### config.mk
export PLATFORM = sky130hd
export DESIGN_NAME = clksw_req_ctrl
export DESIGN_NICKNAME = d
export VERILOG_FILES = /design/src/rtl/clksw_req_ctrl.sv
export SDC_FILE = /design/constraint.sdc
export NUM_CORES = 1
export LEC_CHECK = 0
export ABC_AREA = 0
export CORE_MARGIN = 3
export CORE_UTILIZATION = 50
export DETAILED_ROUTE_END_ITERATION = 8
export DONT_BUFFER_PORTS = 1
export PLACE_DENSITY = 0.66
export SYNTH_ARGS = -nofsm -noshare
export SYNTH_HDL_FRONTEND = slang
export SYNTH_SLANG_ARGS = --single-unit
### constraint.sdc
create_clock -name hsclk_in -period 2.73 [get_ports hsclk_in]
set_input_delay 0.819 -clock hsclk_in [delete_from_list [all_inputs] [get_ports hsclk_in]]
set_output_delay 0.819 -clock hsclk_in [all_outputs]
set_load 0.1 [all_outputs]
### src/rtl/clksw_req_ctrl.sv
// Initiator side of the HS/LS clock-switch handshake, clocked by hsclk_in.
// Optional handshake watchdog: define CLKSW_TIMEOUT_EN.
module clksw_req_ctrl #(
    parameter int SYNC_STAGES    = 2,
    parameter int LS_HOLD_CYCLES = 16,
    parameter int TIMEOUT_CYCLES = 1024,
    parameter int CNT_W          = 11
) (
    input  logic       hsclk_in,
    input  logic       rst_b,
    input  logic       host_access_req,
    input  logic       hsclk_enable,
    input  logic       hsclk_selected,
    input  logic       lsclk_selected,
    output logic       hsclk_sel,
    output logic       rdy,
    output logic       in_hs_mode,
    output logic       switching,
    output logic [7:0] switch_count,
    output logic       timeout_err
);

    typedef enum logic [1:0] {
        LS_RUN = 2'd0,
        GO_HS  = 2'd1,
        HS_RUN = 2'd2,
        GO_LS  = 2'd3
    } state_t;

    localparam logic [CNT_W-1:0] HOLD_LOAD = CNT_W'(LS_HOLD_CYCLES);
    localparam logic [CNT_W-1:0] CNT_ONE   = CNT_W'(1);

    if (SYNC_STAGES < 2 || (1 << CNT_W) <= LS_HOLD_CYCLES ||
        (1 << CNT_W) <= TIMEOUT_CYCLES) begin : g_bad_params
        $error("clksw_req_ctrl: SYNC_STAGES < 2 or CNT_W too narrow");
    end

    state_t                 state_q;
    logic                   hsclk_sel_q;
    logic [CNT_W-1:0]       dwell_q;
    logic [7:0]             count_q;
    logic [SYNC_STAGES-1:0] hs_sync_q;
    logic [SYNC_STAGES-1:0] ls_sync_q;
    logic                   hs_ack_s;
    logic                   ls_ack_s;
    logic                   wd_hit;

    // LS chain resets high to match the clock switch's own reset (LS selected).
    always_ff @(posedge hsclk_in or negedge rst_b) begin
        if (!rst_b) begin
            hs_sync_q <= '0;
            ls_sync_q <= '1;
        end else begin
            hs_sync_q <= {hs_sync_q[SYNC_STAGES-2:0], hsclk_selected};
            ls_sync_q <= {ls_sync_q[SYNC_STAGES-2:0], lsclk_selected};
        end
    end

    assign hs_ack_s = hs_sync_q[SYNC_STAGES-1];
    assign ls_ack_s = ls_sync_q[SYNC_STAGES-1];

`ifdef CLKSW_TIMEOUT_EN
    localparam logic [CNT_W-1:0] TMO_LIMIT = CNT_W'(TIMEOUT_CYCLES);

    logic [CNT_W-1:0] wd_q;
    logic             err_q;

    assign wd_hit = switching && ((wd_q + CNT_ONE) == TMO_LIMIT);

    // Watchdog is zero outside GO_x, so each entry starts from a clean count.
    always_ff @(posedge hsclk_in or negedge rst_b) begin
        if (!rst_b) begin
            wd_q  <= '0;
            err_q <= 1'b0;
        end else if (!switching) begin
            wd_q <= '0;
        end else if (wd_hit) begin
            err_q <= 1'b1;
            wd_q  <= (state_q == GO_HS) ? '0 : TMO_LIMIT;
        end else if (wd_q != TMO_LIMIT) begin
            wd_q <= wd_q + CNT_ONE;
        end
    end

    assign timeout_err = err_q;
`else
    assign wd_hit      = 1'b0;
    assign timeout_err = 1'b0;
`endif

    always_ff @(posedge hsclk_in or negedge rst_b) begin
        if (!rst_b) begin
            state_q     <= LS_RUN;
            hsclk_sel_q <= 1'b0;
            dwell_q     <= HOLD_LOAD;
            count_q     <= 8'd0;
        end else begin
            case (state_q)
                LS_RUN: begin
                    if (host_access_req) begin
                        dwell_q <= HOLD_LOAD;
                    end else if (dwell_q != '0) begin
                        dwell_q <= dwell_q - CNT_ONE;
                    end else if (hsclk_enable) begin
                        state_q     <= GO_HS;
                        hsclk_sel_q <= 1'b1;
                    end
                end
                // A pending host request never aborts an HS switch in flight.
                GO_HS: begin
                    if (hs_ack_s && !ls_ack_s) begin
                        state_q <= HS_RUN;
                        count_q <= count_q + 8'd1;
                    end else if (wd_hit) begin
                        state_q     <= GO_LS;
                        hsclk_sel_q <= 1'b0;
                    end
                end
                HS_RUN: begin
                    if (host_access_req || !hsclk_enable) begin
                        state_q     <= GO_LS;
                        hsclk_sel_q <= 1'b0;
                    end
                end
                GO_LS: begin
                    if (ls_ack_s && !hs_ack_s) begin
                        state_q <= LS_RUN;
                        dwell_q <= HOLD_LOAD;
                    end
                end
                default: begin
                    state_q     <= LS_RUN;
                    hsclk_sel_q <= 1'b0;
                end
            endcase
        end
    end

    assign hsclk_sel    = hsclk_sel_q;
    assign switch_count = count_q;
    assign in_hs_mode   = (state_q == HS_RUN);
    assign switching    = (state_q == GO_HS) || (state_q == GO_LS);
    assign rdy          = !(host_access_req && (state_q != LS_RUN));

endmodule

==> metrics.cfg, run 1 <==
[run_status]
status=finished clean

[clock_tree]
clock_tree.root_cell=clkbuf_4
cts.sinks=26
cts_max_path_buffers=2
numCtsBuffers=3
cts_tree=built
clk_pin_slew_ns=0.14
post_cts_resize_count=0
cts_hold_buf=0
cts_setup_buffers=0
htree_levels=1
clk_latency_ns=0.32

[yosys]
avgSynthCellArea_um2=10.9
netlist_area_um2=1430
synth_edf_count=0
postSynthCellCount=131
netlist-cell-type-count=46
seq_area_frac_synth=0.458
syn-num-nets=144
ys_seq_elements=26
synthFlopType=dfrtp_1
async_flop_share=1.00
yosys_warnings=0

[worst_setup_path]
crit_chain=inv_1 -> ha_1 -> inv_1 -> nand2_1 -> buf_4
slowest_delay_ns=0.43
cp-end-kind=output pin
rr_worst_depth=6
arrival_ns=1.67
cp.required_ns=1.91
cp_slowest_cell=dfrtp_1
crit_fanout=6
r2r-start=dwell_q[0]$_DFFE_PN0P_
crit_type=reg -> out
critPathBufInv=3
path_delay_family=buffers and inverters
cpMostUsedCell=inv_1
regToRegSetupSlack_ns=0.58
start_kind=flop
r2r_end=state_q[1]$_DFFE_PN0P_

[placement]
gp_congestion=0.833
io_buffer_count=0
detailed_place_hpwl_mm=1.99
place_inst=169
preCtsSetupSlack_ns=0.594

[timing]
tightest_slew_ns=0.941
finalHoldViolCount=0
grt_setup_unrepaired=false
relSlewSlack=0.373
timing.fmax_mhz=403
clock_skew_ns=0.00106
min_period_ns=2.48
min_period_over_period=0.910
setup_viol=0
setup_tns_ns=0
slew_viol_final=0
setup_ws_ns=0.246
fin_hold_ws_ns=0.164

[cells_and_area]
drive_gt1_frac=0.231
area_delta_synth_final_pct=11.0
nets=157
fin_cells=173
n_fill_cell=203
multi_input_area_um2=734
regArea_um2=654
n_antenna_cell=0

[routing]
first_pass_iters=4
drt-total-wl_mm=2.67
vias_per_cell=5.89
postRouteAntennaNets=0
drc=0
dr_total_vias=1019
first_iter_violations=30
routedWlPerCell_um=15.4

[flow_run]
drv_cap=0

[min_path]
min-delay-path-class=in -> async

[floorplan]
io_pins=19
core_um2=2590
fp-row-count=18
die_area_um2=3540
chipWidth_um=59.5
initial_core_util=0.552
fp.dieH_um=59.5

[global_route]
antenna_found_initial=0
first_global_vias=1032
grt_max_degree=27
track_usage=0.166
gr-total-overflow=0
grt_pass1_wl_mm=4.44

-- kinds of logic after synthesis --
family / share of synthesized area
buffers and inverters: 0.0289
other: 0.00262
muxes: 0.0429
xor gates and xnor gates: 0.0429
DFF: 0.458
and+or+nand+nor: 0.200
adders and majority gates: 0.0612
AOI/OAI and AO/OA: 0.164
-- layout make-up --
type,instances,area share
Inverter,7,0.0165
Clock inverter,1,0.0189
Clock buffer,3,0.0142
Multi-Input combinational cell,95,0.463
Sequential cell,26,0.412
Timing Repair Buffer,11,0.0520
Tap cell,30,0.0236
-- registers in the layout, indices dropped and copies added (netlist names) --
| register | cells |
|---|---|
| dwell_q | 11 |
| switch_count | 8 |
| hs_sync_q | 2 |
| ls_sync_q | 2 |
| state_q | 2 |
| hsclk_sel | 1 |
-- cells in the mapped netlist, types with 2 or more instances --
cell,count,area [µm²]
o31ai_1,3,22.5
dfrtp_1,23,576
o21a_1,2,15.0
mux2_4,2,30.0
o21ai_0,9,45.0
or2_2,2,12.5
nor2b_1,3,18.8
ha_1,7,87.6
a21oi_1,5,25.0
mux2i_1,2,20.0
xor2_1,2,17.5
a31oi_1,2,12.5
nor2_1,10,37.5
nand2_1,8,30.0
nand3_1,3,15.0
inv_1,7,26.3
nand4_1,2,12.5
nand2b_1,2,12.5
nor3b_1,2,15.0
nor4_4,2,42.5
clkbuf_1,2,7.51
dfstp_2,3,78.8
xnor2_1,5,43.8
-- metal layers --
layer | wire length, µm | part of all wire | track usage | vias up
met2 | 1330 | 0.50 | 0.281 | 26
met5 | 0 | 0 | 0 | -
met1 | 1200 | 0.45 | 0.211 | 494
met3 | 128 | 0.048 | 0.0479 | 2
met4 | 11 | 0.0041 | 0.0324 | 0
li1 | - | - | - | 497
-- worst max path at each step --
stage / from / to / slack [ns] / cells past startpoint
after floorplan: state_q[0]$_DFFE_PN0P_ / rdy / 0.43 / 4
after global placement: dwell_q[0]$_DFFE_PN0P_ / dwell_q[1]$_DFFE_PN0P_ / 0.61 / 6
after detailed placement: dwell_q[0]$_DFFE_PN0P_ / dwell_q[3]$_DFFE_PN0P_ / 0.59 / 6
after CTS: state_q[0]$_DFFE_PN0P_ / rdy / 0.22 / 5
after global routing: state_q[0]$_DFFE_PN0P_ / rdy / 0.10 / 5
final: state_q[0]$_DFFE_PN0P_ / rdy / 0.25 / 5
-- cells in the final DEF, fill, tap and decap left out, types with 2 or more instances in the layout --
master and count:
o21ai_0 9, nand4_1 2, a21oi_1 5, dfstp_2 3, mux2_4 2, nand2b_1 2
dfrtp_1 23, o31ai_1 3, buf_4 11, clkbuf_4 3, mux2i_1 2, nand2_1 8
xor2_1 2, or2_2 2, xnor2_1 5, nor4_4 2, nor3b_1 2, inv_1 7
nor2b_1 3, ha_1 7, a31oi_1 2, nand3_1 3, nor2_1 10, o21a_1 2
-- metrics by stage --
stage                      util  area (µm²)
after global routing      0.613        1590
after CTS                 0.613        1590
after global placement    0.593        1540
after floorplan               -        1430
after detailed placement  0.593        1540
final                     0.613        1590
Power of run 1 is not shown: default switching activity piles up to over one toggle a cycle in this logic, so the estimate is an artifact.
==> run 2: changes to the inputs <==
- HOLD_SLACK_MARGIN: unset -> 0.12
- MAX_ROUTING_LAYER: unset -> met4
- SKIP_CTS_REPAIR_TIMING: unset -> 1
==> run 2 against run 1 <==
Compared with the run above:
- design area did not move
- count of clock-buffer cells in the layout did not move
- worst setup slack barely moved
- global-route usage rose by 0.49 points
- via count did not move
==> metrics.cfg, run 2 (same netlist as run 1, synthesis figures left out) <==
[run_status]
status=finished clean

[timing]
grt_setup_unrepaired=false
setup_tns_ns=0  ; unchanged
relSlewSlack=0.371  ; -0.00135
timing.fmax_mhz=403  ; about the same
setup_viol=0  ; unchanged
finalHoldViolCount=0  ; unchanged
slew_viol_final=0  ; unchanged
clock_skew_ns=0.00106  ; -0.000000360 ns
min_period_over_period=0.910  ; about the same
tightest_slew_ns=0.943  ; +0.00203 ns
min_period_ns=2.48  ; -0.000105 ns

[clock_tree]
cts.sinks=26  ; unchanged
cts_tree=built
clk_pin_slew_ns=0.14  ; about the same
clk_latency_ns=0.32  ; about the same
clock_tree.root_cell=clkbuf_4
numCtsBuffers=3  ; unchanged
htree_levels=1  ; unchanged
cts_max_path_buffers=2  ; unchanged

[routing]
routedWlPerCell_um=15.4  ; -0.22%
vias_per_cell=5.89  ; unchanged
drt-total-wl_mm=2.66  ; -0.22%
first_pass_iters=4  ; unchanged
postRouteAntennaNets=0  ; unchanged
dr_total_vias=1019  ; unchanged
wl_met3_um=126  ; -1.6%
m1WireLength_mm=1.20  ; about the same
first_iter_violations=30  ; unchanged
top_layer=met4
wl_met2_mm=1.33  ; -0.30%
drc=0  ; unchanged

[min_path]
min-delay-path-class=in -> async

[global_route]
first_global_vias=1030  ; -0.19%
antenna_found_initial=0  ; unchanged
grt_pass1_wl_mm=4.44  ; +0.16%
gr-total-overflow=0  ; unchanged
track_usage=0.171  ; +0.00490
grt_max_degree=27  ; unchanged

[floorplan]
initial_core_util=0.552  ; unchanged
chipWidth_um=59.5  ; unchanged
io_pins=19  ; unchanged
core_um2=2590  ; unchanged
fp-row-count=18  ; unchanged
fp.dieH_um=59.5  ; unchanged
die_area_um2=3540  ; unchanged

[cells_and_area]
regArea_um2=654  ; unchanged
fin_area_um2=1590  ; unchanged
regMostFlops=dwell_q
area_delta_synth_final_pct=11.0  ; unchanged
n_antenna_cell=0  ; unchanged
fin_cells=173  ; unchanged
final_util=0.613  ; unchanged
most-common-layout-cells=dfrtp_1, buf_4, nor2_1
n_fill_cell=203  ; unchanged
drive_gt1_frac=0.231  ; unchanged
multi_input_area_um2=734  ; unchanged
mostFrequentLayoutCell=dfrtp_1
nets=157  ; unchanged
largest_reg_flops=11  ; unchanged

[placement]
io_buffer_count=0  ; unchanged
gp_congestion=0.846  ; +1.5%
placed_cell_area_um2=1540  ; unchanged
place_inst=169  ; unchanged
detailed_place_hpwl_mm=1.99  ; unchanged

[worst_setup_path]
start_kind=flop
cp-end-kind=output pin
arrival_ns=1.66  ; about the same
cp.required_ns=1.91  ; about the same
crit_fanout=6  ; unchanged
crit_type=reg -> out

[flow_run]
drv_cap=0  ; unchanged

## run 2: cell counts in the layout (fill, tap and decap cells not counted)
Identical to the previous run, type by type.
## run 2: layout make-up
class                           instances  area share
Multi-Input combinational cell         95       0.463
Sequential cell                        26       0.412
Timing Repair Buffer                   11      0.0520
Tap cell                               30      0.0236
Clock inverter                          1      0.0189
Inverter                                7      0.0165
Clock buffer                            3      0.0142
## run 2: path summary, 6_finish.rpt
kind                                             start                endpoint  slack (ns)  depth (start not counted)
worst max-delay path            state_q[0]$_DFFE_PN0P_                     rdy        0.25                          5
worst min-delay path                             rst_b  dwell_q[9]$_DFFE_PN0P_        0.16                          0
worst max register to register  dwell_q[0]$_DFFE_PN0P_  state_q[1]$_DFFE_PN0P_        0.58                          6
worst min register to register  ls_sync_q[0]$_DFF_PN1_  ls_sync_q[1]$_DFF_PN1_        0.37                          0
max in group asynchronous                        rst_b  dwell_q[4]$_DFFE_PN1P_        2.39                          0
min in group hsclk_in           ls_sync_q[0]$_DFF_PN1_  ls_sync_q[1]$_DFF_PN1_        0.37                          0
## run 2: layer usage
layer | up-vias | GRT usage
li1 | 498 | -
met1 | 495 | 0.212
met2 | 24 | 0.281
met3 | 2 | 0.0458
met4 | 0 | 0.0324
met5 | - | -
## run 2: metrics by stage
stage / setup slack [ns] / hold WS [ns]
after floorplan: 0.428 / 0.331
after global placement: 0.613 / 0.335
after detailed placement: 0.594 / 0.349
after CTS: 0.223 / 0.146
after global routing: 0.101 / 0.127
final: 0.246 / 0.165
## run 2: worst max-delay path, stage by stage, from the launching register on
cell and delay, ns:
dfrtp_1 0.43, inv_1 0.13, ha_1 0.27, inv_1 0.13
nand2_1 0.09, buf_4 0.28
Power of run 2 is left out for the same reason.
